[config.mk]
export PLATFORM = sky130hd
export DESIGN_NAME = hypot_sched
export DESIGN_NICKNAME = d
export VERILOG_FILES = /design/src/rtl/hypot_pkg.sv /design/src/rtl/hypot_rr_arb.sv /design/src/rtl/hypot_sched.sv
export SDC_FILE = /design/constraint.sdc
export NUM_CORES = 1
export LEC_CHECK = 0
export CORE_MARGIN = 2
export CORE_UTILIZATION = 55
export CTS_BUF_LIST = sky130_fd_sc_hd__clkbuf_16
export CTS_CLUSTER_DIAMETER = 150
export DETAILED_ROUTE_END_ITERATION = 8
export GPL_TIMING_DRIVEN = 0
export PLACE_DENSITY = 0.8
export SLEW_MARGIN = 20
export SYNTH_ARGS = -nofsm -noshare
export SYNTH_HDL_FRONTEND = slang
export SYNTH_SLANG_ARGS = --single-unit
[constraint.sdc]
create_clock -name clk -period 9.5 [get_ports clk]
set_input_delay 1.425 -clock clk [delete_from_list [all_inputs] [get_ports clk]]
set_output_delay 1.425 -clock clk [all_outputs]
set_load 0.01 [all_outputs]
[src/rtl/hypot_pkg.sv]
// Shared types and constants for the hypotenuse scheduler (hypot_sched and hypot_rr_arb).
package hypot_pkg;

  localparam int W_DEF = 8;

  localparam logic ID_REQ0 = 1'b0;
  localparam logic ID_REQ1 = 1'b1;

  typedef enum logic [2:0] {
    IDLE,
    SQX,
    SQY,
    ROOT,
    ROUND,
    DONE
  } state_t;

  // isqrt(2*(2^w-1)^2) always fits in w+1 bits
  function automatic int res_width(input int w);
    return w + 1;
  endfunction

endpackage

[src/rtl/hypot_rr_arb.sv]
// Two-way round-robin arbiter: combinational grant, pointer flips to the losing side on accept.
module hypot_rr_arb
  import hypot_pkg::*;
(
  input  logic clk,
  input  logic rst_n,
  input  logic valid0,
  input  logic valid1,
  input  logic accept,
  output logic grant,
  output logic grant_valid
);

  logic ptr;

  // A lone requester always wins; a tie goes to the pointer side
  always_comb begin
    grant_valid = valid0 | valid1;
    grant       = ptr;
    if (valid0 && !valid1) begin
      grant = ID_REQ0;
    end else if (!valid0 && valid1) begin
      grant = ID_REQ1;
    end
  end

  always_ff @(posedge clk or negedge rst_n) begin
    if (!rst_n) begin
      ptr <= ID_REQ0;
    end else if (accept) begin
      ptr <= ~grant;
    end
  end

endmodule

[src/rtl/hypot_sched.sv]
// Multi-cycle isqrt(x*x + y*y) scheduler sharing one squarer between two requesters.
// Optional round-to-nearest stage enabled by defining HYPOT_SCHED_ROUND_EN.
module hypot_sched
  import hypot_pkg::*;
#(
  parameter int W = W_DEF
) (
  input  logic                    clk,
  input  logic                    rst_n,
  input  logic                    ena,
  input  logic                    req0_valid,
  output logic                    req0_ready,
  input  logic [W-1:0]            req0_x,
  input  logic [W-1:0]            req0_y,
  input  logic                    req1_valid,
  output logic                    req1_ready,
  input  logic [W-1:0]            req1_x,
  input  logic [W-1:0]            req1_y,
  output logic                    res_valid,
  input  logic                    res_ready,
  output logic [res_width(W)-1:0] res_data,
  output logic                    res_id,
  output logic                    busy
);

  localparam int RW = res_width(W);
  localparam int PW = 2 * RW;
  localparam int AW = 2 * W + 1;
  localparam int BW = $clog2(RW);

  state_t          state;
  logic [W-1:0]    x_r;
  logic [W-1:0]    y_r;
  logic            id_r;
  logic [AW-1:0]   acc;
  logic [RW-1:0]   root_r;
  logic [BW-1:0]   bit_idx;

  logic            grant;
  logic            grant_valid;
  logic            accept;
  logic [RW-1:0]   mul_op;
  logic [PW-1:0]   prod;
  logic [RW-1:0]   cand;
  logic            fits;
  logic [RW-1:0]   root_next;

`ifdef HYPOT_SCHED_ROUND_EN
  logic [PW-1:0]   sq_r;
  logic [PW-1:0]   rem;
  logic [RW-1:0]   root_rnd;
`endif

  hypot_rr_arb u_arb (
    .clk         (clk),
    .rst_n       (rst_n),
    .valid0      (req0_valid),
    .valid1      (req1_valid),
    .accept      (accept),
    .grant       (grant),
    .grant_valid (grant_valid)
  );

  // Readys are also masked by rst_n so every output reads zero while reset is held
  assign req0_ready = rst_n & ena & (state == IDLE) & grant_valid & (grant == ID_REQ0);
  assign req1_ready = rst_n & ena & (state == IDLE) & grant_valid & (grant == ID_REQ1);
  assign accept     = req0_ready | req1_ready;

  // Single shared squarer: operand chosen by the current state
  always_comb begin
    mul_op = '0;
    case (state)
      SQX:     mul_op = {1'b0, x_r};
      SQY:     mul_op = {1'b0, y_r};
      ROOT:    mul_op = cand;
      default: mul_op = '0;
    endcase
  end

  assign prod      = mul_op * mul_op;
  assign cand      = root_r | (RW'(1) << bit_idx);
  assign fits      = (prod <= PW'(acc));
  assign root_next = fits ? cand : root_r;

`ifdef HYPOT_SCHED_ROUND_EN
  // acc - r*r > r selects the nearer integer; an exact tie cannot occur
  assign rem      = PW'(acc) - sq_r;
  assign root_rnd = (rem > PW'(root_r)) ? (root_r + RW'(1)) : root_r;
`endif

  // Main FSM: everything is frozen while ena is low
  always_ff @(posedge clk or negedge rst_n) begin
    if (!rst_n) begin
      state     <= IDLE;
      x_r       <= '0;
      y_r       <= '0;
      id_r      <= ID_REQ0;
      acc       <= '0;
      root_r    <= '0;
      bit_idx   <= '0;
      res_valid <= 1'b0;
      res_data  <= '0;
      res_id    <= ID_REQ0;
      busy      <= 1'b0;
`ifdef HYPOT_SCHED_ROUND_EN
      sq_r      <= '0;
`endif
    end else if (ena) begin
      case (state)
        IDLE: begin
          if (accept) begin
            x_r    <= (grant == ID_REQ1) ? req1_x : req0_x;
            y_r    <= (grant == ID_REQ1) ? req1_y : req0_y;
            id_r   <= grant;
            root_r <= '0;
            busy   <= 1'b1;
`ifdef HYPOT_SCHED_ROUND_EN
            sq_r   <= '0;
`endif
            state  <= SQX;
          end
        end
        SQX: begin
          acc   <= prod[AW-1:0];
          state <= SQY;
        end
        SQY: begin
          acc     <= acc + prod[AW-1:0];
          bit_idx <= BW'(W);
          state   <= ROOT;
        end
        ROOT: begin
          root_r <= root_next;
`ifdef HYPOT_SCHED_ROUND_EN
          if (fits) begin
            sq_r <= prod;
          end
`endif
          if (bit_idx == '0) begin
`ifdef HYPOT_SCHED_ROUND_EN
            state     <= ROUND;
`else
            res_data  <= root_next;
            res_id    <= id_r;
            res_valid <= 1'b1;
            state     <= DONE;
`endif
          end else begin
            bit_idx <= bit_idx - BW'(1);
          end
        end
`ifdef HYPOT_SCHED_ROUND_EN
        ROUND: begin
          res_data  <= root_rnd;
          res_id    <= id_r;
          res_valid <= 1'b1;
          state     <= DONE;
        end
`endif
        DONE: begin
          if (res_ready) begin
            res_valid <= 1'b0;
            busy      <= 1'b0;
            state     <= IDLE;
          end
        end
        default: begin
          state <= IDLE;
        end
      endcase
    end
  end

endmodule
==> results of run 1 <==
## through the flow
step	setup WS [ns]	instance area [sq um]
floorplan	2.62	6200
global placement	1.71	6890
detailed placement	1.48	6920
CTS	1.41	7190
global route	0.840	7190
finish	1.29	7190
## final cells by class
type                    instances  area share, %
clock inverters                 7          0.748
flip-flops and latches         63           21.9
inverters                      97           5.06
clock buffers                   9           3.13
plain buffers                  21           1.11
well taps                     140           2.43
multi-input cells             554           58.2
repair buffers                 52           7.44
## layer usage
metal	wire length [um]	vias to the layer above	track usage (%)
met5	0	-	0
met4	383	0	8.39
met3	700	25	4.70
met2	7280	158	44.8
met1	6420	2593	33.5
li1	-	2597	-
## state kept, by name, indices dropped and copies added (netlist names)
signal and cells:
acc 17, x_r 8, res_valid 1, root_r 9, id_r 1, state 3, y_r 8, res_id 1
bit_idx 4, busy 1, res_data 9, u_arb.ptr 1
## how the worst max path moves through the flow
stage	end	from	slack (ns)
global placement	res_data[2]	state[0]	1.71
CTS	res_data[3]	bit_idx[2]	1.41
finish	res_data[3]	bit_idx[2]	1.29
detailed placement	res_data[3]	state[0]	1.48
global route	res_data[3]	bit_idx[2]	0.84
floorplan	acc[16]	state[0]	2.62
## cells in the final DEF (no fill, tap or decap), types with 12 or more instances in the layout
cell type / netlist / final
sky130_fd_sc_hd__inv_1: 97 / 97
sky130_fd_sc_hd__nand2_1: 97 / 97
sky130_fd_sc_hd__ha_1: 68 / 68
sky130_fd_sc_hd__dfrtp_1: 63 / 63
sky130_fd_sc_hd__nor2_1: 56 / 56
sky130_fd_sc_hd__o21ai_0: 53 / 53
sky130_fd_sc_hd__clkdlybuf4s50_1: 0 / 50
sky130_fd_sc_hd__a21oi_1: 44 / 44
sky130_fd_sc_hd__fa_1: 35 / 35
sky130_fd_sc_hd__mux2i_1: 22 / 22
sky130_fd_sc_hd__xnor2_1: 18 / 18
sky130_fd_sc_hd__clkbuf_1: 17 / 17
sky130_fd_sc_hd__nor2b_1: 12 / 12
## critical path, delay by kind of cell, from the launching register on
kind                       cells  cell delay [ns]
DFF                            1             0.45
adders and majority gates      6             2.86
and+or+nand+nor                7             1.84
buffers and inverters          3             0.18
xor gates and xnor gates       1             0.18
AOI/OAI and AO/OA              9             2.58
## cells by family after synthesis
logic type,after synthesis,synth area share [%]
adder cells (fa/ha/maj),104,25.2
flip-flops,63,25.4
buffers and inverters,118,7.16
XOR/XNOR,28,3.95
AO/OA/AOI/OAI,173,17.8
AND/OR/NAND/NOR,226,16.8
multiplexers,23,3.73
==> out/qor.txt, run 1 <==
=================================================================================
Number of fill cells                                                          904
Number of buffers between clock root and the deepest sink                       2
Number of levels in the clock H-tree                                            3
Post-cts resize count                                                           0
Cell Rows                                                                      38
Hold Fails Final Rpt                                                            0
Fraction of registers with async set or reset after synthesis                100%
Endpoint type of the worst setup path                                    register
Number of detailed-route iterations in the first pass                           5
Ports                                                                          52
Number of buffers added for setup after CTS                                     0
Final Core Density                                                          65.8%
Crit Reg-Reg Endpoint                                                 res_data[3]
FF-to-FF setup slack                                                      1.29 ns
Placed Cells                                                                  927
Count of flip-flops with a built-in enable after synthesis                      0
Worst Hold Margin                                                        0.471 ns
Sequential cell area                                                   1580 sq um
Clock tree from TritonCTS                                                    done
Number of cells traversed by the worst hold path                                2
Slew margin rel.                                                            51.7%
Maximum fanout along the worst path                                             8
Post-route DRC                                                                  0
Path category of the worst min-delay check                           register to register
Largest cells by area after synthesis                                sky130_fd_sc_hd__dfrtp_1, sky130_fd_sc_hd__ha_1, sky130_fd_sc_hd__fa_1
Final worst clock skew                                                 0.00744 ns
Fin nets                                                                      939
Crit path required time                                                   9.70 ns
Non-Filler Instances                                                          943
Die boundary width                                                         110 um
Final number of setup-violating endpoints                                       0
Half-perimeter wire length after detailed placement                      11700 um
Startpoint of the most critical hold path                             res_data[0]
Core region area                                                      10900 sq um
Measured slew at the worst slew-check pin                                0.724 ns
Cell Area, Synth                                                       6200 sq um
Cell taking the most area after synthesis                            sky130_fd_sc_hd__dfrtp_1
Period utilisation layout                                                   86.5%
Post-layout minimum cycle time                                            8.21 ns
Via count of the first global-routing pass                                   5370
Layout cells sized above 1                                                  3.74%
Routability cong.                                                           0.920
Detailed-route vias per instance                                             5.70
Antenna violations before repair                                                0
Result of the run                                                    finished clean
Hold bufs inserted after CTS                                                    0
Vertical die dimension                                                     110 um
Number of synthesized register bits                                            63
Post-Synthesis Net Count                                                      876
Global-route wire length before repair                                   24900 um
Hold Path End                                                         res_data[0]
WS Path Type                                                         register to register
# clock sinks                                                                  63
Clock buffer count from CTS                                                     9
Highest clock rate                                                      0.122 GHz
Unrepaired setup endpoints after global routing                             false
# Max-Cap Violations                                                            0
Clock slew seen by the registers of the worst setup and hold paths        0.06 ns
Crit-path max cell delay                                                  0.64 ns
Synth-to-Final Area Change                                                  16.0%
Yosys warning total                                                             0
Synth Flop Type                                                      sky130_fd_sc_hd__dfrtp_1
Register area share after synthesis                                         25.4%
Endpoint arrival time on the critical path                                8.42 ns
Final slew viol count                                                           0
Yosys top cell area share                                                   25.4%
Critical-path cell with the highest stage delay                      sky130_fd_sc_hd__a2111oi_0
Cell repeated most along the worst path                              sky130_fd_sc_hd__fa_1
Antenna-violating nets left                                                     0
Most common library cells after synthesis                            sky130_fd_sc_hd__inv_1, sky130_fd_sc_hd__nand2_1, sky130_fd_sc_hd__ha_1
Total length of routed wires                                             14800 um
Port Buffers                                                                   51
Starting Density                                                            56.7%
Startpoint Class                                                         register
Total inserted antenna cells                                                    0
Worst reg2reg path depth                                                       26
Clock tree root buffer cell                                          sky130_fd_sc_hd__clkbuf_16
Vias post-DR                                                                 5373
Pin count of the biggest net entering global routing                           56
All-layer global routing usage                                              26.1%
Initial DRC count                                                             251
Cell count after synthesis                                                    735
Number of unique standard cell types used by synthesis                         61
Area of the multi-input gates                                          4180 sq um
Worst R2R Start                                                        bit_idx[2]
Avg Synthesized Cell Area                                              8.44 sq um
Per-cell routed wire length                                               15.7 um
Total negative setup slack                                                   0 ns
Clk Latency, worst-skew pair                                              0.34 ns
Global route overflow                                                           0
Die footprint                                                         12100 sq um
=================================================================================
Power of run 1 is not shown: default switching activity piles up to over one toggle a cycle in this logic, so the estimate is an artifact.
==> inputs of run 2 (changes only) <==
--- a/config.mk
+++ b/config.mk
@@ -8,5 +8,5 @@
 export CORE_MARGIN = 2
 export CORE_UTILIZATION = 55
-export CTS_BUF_LIST = sky130_fd_sc_hd__clkbuf_16
+export CTS_BUF_LIST = sky130_fd_sc_hd__clkbuf_4 sky130_fd_sc_hd__clkbuf_8 sky130_fd_sc_hd__clkbuf_16
 export CTS_CLUSTER_DIAMETER = 150
 export DETAILED_ROUTE_END_ITERATION = 8
@@ -16,3 +16,4 @@
 export SYNTH_ARGS = -nofsm -noshare
 export SYNTH_HDL_FRONTEND = slang
+export SYNTH_HIERARCHICAL = 1
 export SYNTH_SLANG_ARGS = --single-unit
==> constraint.sdc (replaced) <==
create_clock -name clk -period 9.5 [get_ports clk]
set_input_delay 1.9 -clock clk [delete_from_list [all_inputs] [get_ports clk]]
set_output_delay 1.9 -clock clk [all_outputs]
set_load 0.01 [all_outputs]
==> run 2 against run 1 <==
Effect of this change:
- clock skew is 0.0032 ns lower
- critical path type unchanged
- cell area grew 1.2%
- synthesized area is 0.58% higher
- worst hold slack gained 0.0056 ns
- register-to-register slack better by 0.36 ns
- critical path depth grew 4
==> out/qor.txt, run 2 <==
=================================================================================================================
Number of detailed-route iterations in the first pass                                                           5   unchanged
Global route overflow                                                                                           0   unchanged
Highest clock rate                                                                                      0.127 GHz   +4.6%
Layout cells sized above 1                                                                                  5.02%   +1.3 points
Fin nets                                                                                                      953   +1.5%
Total inserted antenna cells                                                                                    0   unchanged
Fraction of registers with async set or reset after synthesis                                                100%   unchanged
Endpoint arrival time on the critical path                                                                8.06 ns   -0.36 ns
XOR/XNOR Fraction of Synth Area                                                                             4.19%   +0.24 points
Total negative setup slack                                                                                   0 ns   unchanged
Share of synthesized cell area in and, or, nand and nor gates                                               17.2%   +0.46 points
Largest cells by area after synthesis                                                                sky130_fd_sc_hd__dfrtp_1, sky130_fd_sc_hd__ha_1, sky130_fd_sc_hd__fa_1
Startpoint of the most critical hold path                                                             res_data[6]
Critical path destination                                                                                 acc[16]
Number of buffers added for setup after CTS                                                                     0   unchanged
Final slew viol count                                                                                           0   unchanged
Global-route wire length before repair                                                                   25300 um   +1.4%
Cell repeated most along the worst path                                                              sky130_fd_sc_hd__inv_1
Post-layout minimum cycle time                                                                            7.85 ns   -0.362 ns
Crit Reg-Reg Endpoint                                                                                     acc[16]
Unrepaired setup endpoints after global routing                                                             false
Port Buffers                                                                                                   51   unchanged
Result of the run                                                                                    finished clean
Initial DRC count                                                                                             420   +67%
Yosys warning total                                                                                             6   +6
Number of synthesized register bits                                                                            63   unchanged
Final Core Density                                                                                          66.6%   +0.78 points
Post-cts resize count                                                                                           0   unchanged
Synth Flop Type                                                                                      sky130_fd_sc_hd__dfrtp_1
# Max-Cap Violations                                                                                            0   unchanged
Pin count of the biggest net entering global routing                                                           55   -1.8%
Dominant combinational cell family by area after synthesis                                            adder cells
Avg Synthesized Cell Area                                                                              8.33 sq um   -1.3%
Yosys top cell area share                                                                                   25.3%   -0.15 points
Max reg flops                                                                                                  17   unchanged
Synth Area in Compound Gates                                                                                16.5%   -1.3 points
Commonest cells after routing, fill and taps aside                                                   sky130_fd_sc_hd__inv_1, sky130_fd_sc_hd__nand2_1, sky130_fd_sc_hd__nor2_1, sky130_fd_sc_hd__ha_1, sky130_fd_sc_hd__dfrtp_1
Number of cells traversed by the worst hold path                                                                2   unchanged
Core region area                                                                                      10900 sq um   unchanged
Number of unique standard cell types used by synthesis                                                         60   -1.6%
# clock sinks                                                                                                  63   unchanged
Vertical die dimension                                                                                     111 um   +0.28%
Count of flip-flops with a built-in enable after synthesis                                                      0   unchanged
Per-cell routed wire length                                                                               15.6 um   -0.55%
Clock slew seen by the registers of the worst setup and hold paths                                        0.06 ns   about the same
Routability cong.                                                                                           0.926   +0.72%
Total length of routed wires                                                                             14900 um   +0.93%
Post-route DRC                                                                                                  0   unchanged
Die boundary width                                                                                         111 um   +0.28%
Crit path required time                                                                                   9.71 ns   about the same
Hold Fails Final Rpt                                                                                            0   unchanged
FF-to-FF setup slack                                                                                      1.65 ns   +0.36 ns
Antenna-violating nets left                                                                                     0   unchanged
Period utilisation layout                                                                                   82.7%   -3.8 points
Antenna violations before repair                                                                                0   unchanged
Via count of the first global-routing pass                                                                   5427   +1.1%
Clock tree root buffer cell                                                                          sky130_fd_sc_hd__clkbuf_16
Registers with the highest flip-flop counts                                                          acc x17, res_data x9, root_r x9
Register area share after synthesis                                                                         25.3%   -0.15 points
Endpoint type of the worst setup path                                                                    register
Ports                                                                                                          52   unchanged
Most common library cells after synthesis                                                            sky130_fd_sc_hd__inv_1, sky130_fd_sc_hd__nand2_1, sky130_fd_sc_hd__nor2_1
Number of levels in the clock H-tree                                                                            3   unchanged
Arithmetic-cell share of the synthesized area counting full adders, half adders and majority gates          25.0%   -0.13 points
Share of synthesized area spent on multiplexers                                                             4.03%   +0.30 points
Hold bufs inserted after CTS                                                                                    0   unchanged
Die footprint                                                                                         12200 sq um   +0.56%
Most frequent standard cell in the layout excluding fill and tap cells                               sky130_fd_sc_hd__inv_1
Clock tree from TritonCTS                                                                                    done
Final number of setup-violating endpoints                                                                       0   unchanged
Cell taking the most area after synthesis                                                            sky130_fd_sc_hd__dfrtp_1
Cell Area, Synth                                                                                       6240 sq um   +0.58%
Clk Latency, worst-skew pair                                                                              0.33 ns   about the same
Crit-path max cell delay                                                                                  0.57 ns   -0.07 ns
Most repeated cell in the gate-level netlist after synthesis                                         sky130_fd_sc_hd__inv_1
Path category of the worst min-delay check                                                           register to register
Maximum fanout along the worst path                                                                             9   +1
Vias post-DR                                                                                                 5440   +1.2%
Half-perimeter wire length after detailed placement                                                      11900 um   +1.2%
Detailed-route vias per instance                                                                             5.68   -0.23%
Worst R2R Start                                                                                        bit_idx[0]
Worst setup path startpoint                                                                            bit_idx[0]
Synth-to-Final Area Change                                                                                  16.6%
Starting Density                                                                                            57.1%   +0.33 points
Cell count after synthesis                                                                                    749   +1.9%
All-layer global routing usage                                                                              24.8%   -1.3 points
Post-Synthesis Net Count                                                                                      890   +1.6%
WS Path Type                                                                                         register to register
Top reg by flops                                                                                              acc
Clock buffer count from CTS                                                                                     9   unchanged
Cell Rows                                                                                                      38   unchanged
Slew margin rel.                                                                                            45.8%   -6.0 points
Critical-path cell with the highest stage delay                                                      sky130_fd_sc_hd__nor4_1
Final worst clock skew                                                                                 0.00422 ns   -0.00322 ns
Worst reg2reg path depth                                                                                       30   +15%
Startpoint Class                                                                                         register
Measured slew at the worst slew-check pin                                                                0.808 ns   +0.0842 ns
Number of buffers between clock root and the deepest sink                                                       2   unchanged
=================================================================================================================
run 2: cell count changes in the layout (fill, tap and decap cells not counted), sizes merged, moves of 5 or more:
cell    change
nand3       +6
nand2       -7
nand4       +6
nor2       +15
nor4        +5
inv         +7
o21bai      -5
run 2: logic make-up (layout without fill, tap and decap cells):
| family | Yosys count | count (layout) |
|---|---|---|
| fa+ha+maj | 104 | 104 |
| buf+inv | 127 | 195 |
| compound gates | 165 | 165 |
| xor+xnor | 29 | 29 |
| mux | 25 | 25 |
| flops | 63 | 63 |
| simple gates | 236 | 236 |
run 2: how the worst min path moves through the flow:
stage,slack [ns],endpoint
2_1_floorplan,0.44,res_id
3_3_place_gp,0.46,res_id
3_5_place_dp,0.47,x_r[5]
4_1_cts,0.48,x_r[5]
5_1_grt,0.50,id_r
6_report,0.48,res_data[6]
run 2: final cells by class:
class / count / area (sq um)
multi-input combinational: 559 / 4180
fill: 882 / 3660
sequential: 63 / 1580
timing repair buffer: 52 / 536
inverter: 105 / 394
clock buffer: 9 / 225
tap: 140 / 175
clock inverter: 7 / 103
buffer: 22 / 87.6
run 2: metrics by stage:
stage | std cells | hold slack (ns) | area (sq um) | setup slack, ns
2_1_floorplan | 749 | 0.439 | 6240 | 2.86
3_3_place_gp | 940 | 0.457 | 6930 | 1.40
3_5_place_dp | 941 | 0.468 | 6950 | 1.80
4_1_cts | 957 | 0.482 | 7280 | 1.72
5_1_grt | 957 | 0.503 | 7280 | 1.15
6_report | 957 | 0.476 | 7280 | 1.65
run 2: critical path, delay by kind of cell (launching register included):
kind                     cells  cell delay, ns
adder cells (fa/ha/maj)      7            3.01
AND/OR/NAND/NOR              8            1.63
AO/OA/AOI/OAI                7            1.34
buffers and inverters        6            0.88
flip-flops                   1            0.43
XOR/XNOR                     1            0.30
multiplexers                 1            0.12
run 2: routing by layer:
metal  routed length [um]  global-route usage [%]  vias to the layer above
met4                  391                    7.67                        0
li1                     -                       -                     2639
met5                    0                       0                        -
met3                  799                    3.73                       35
met1                 6240                    31.6                     2577
met2                 7500                    43.5                      189
Power of run 2 is left out for the same reason.
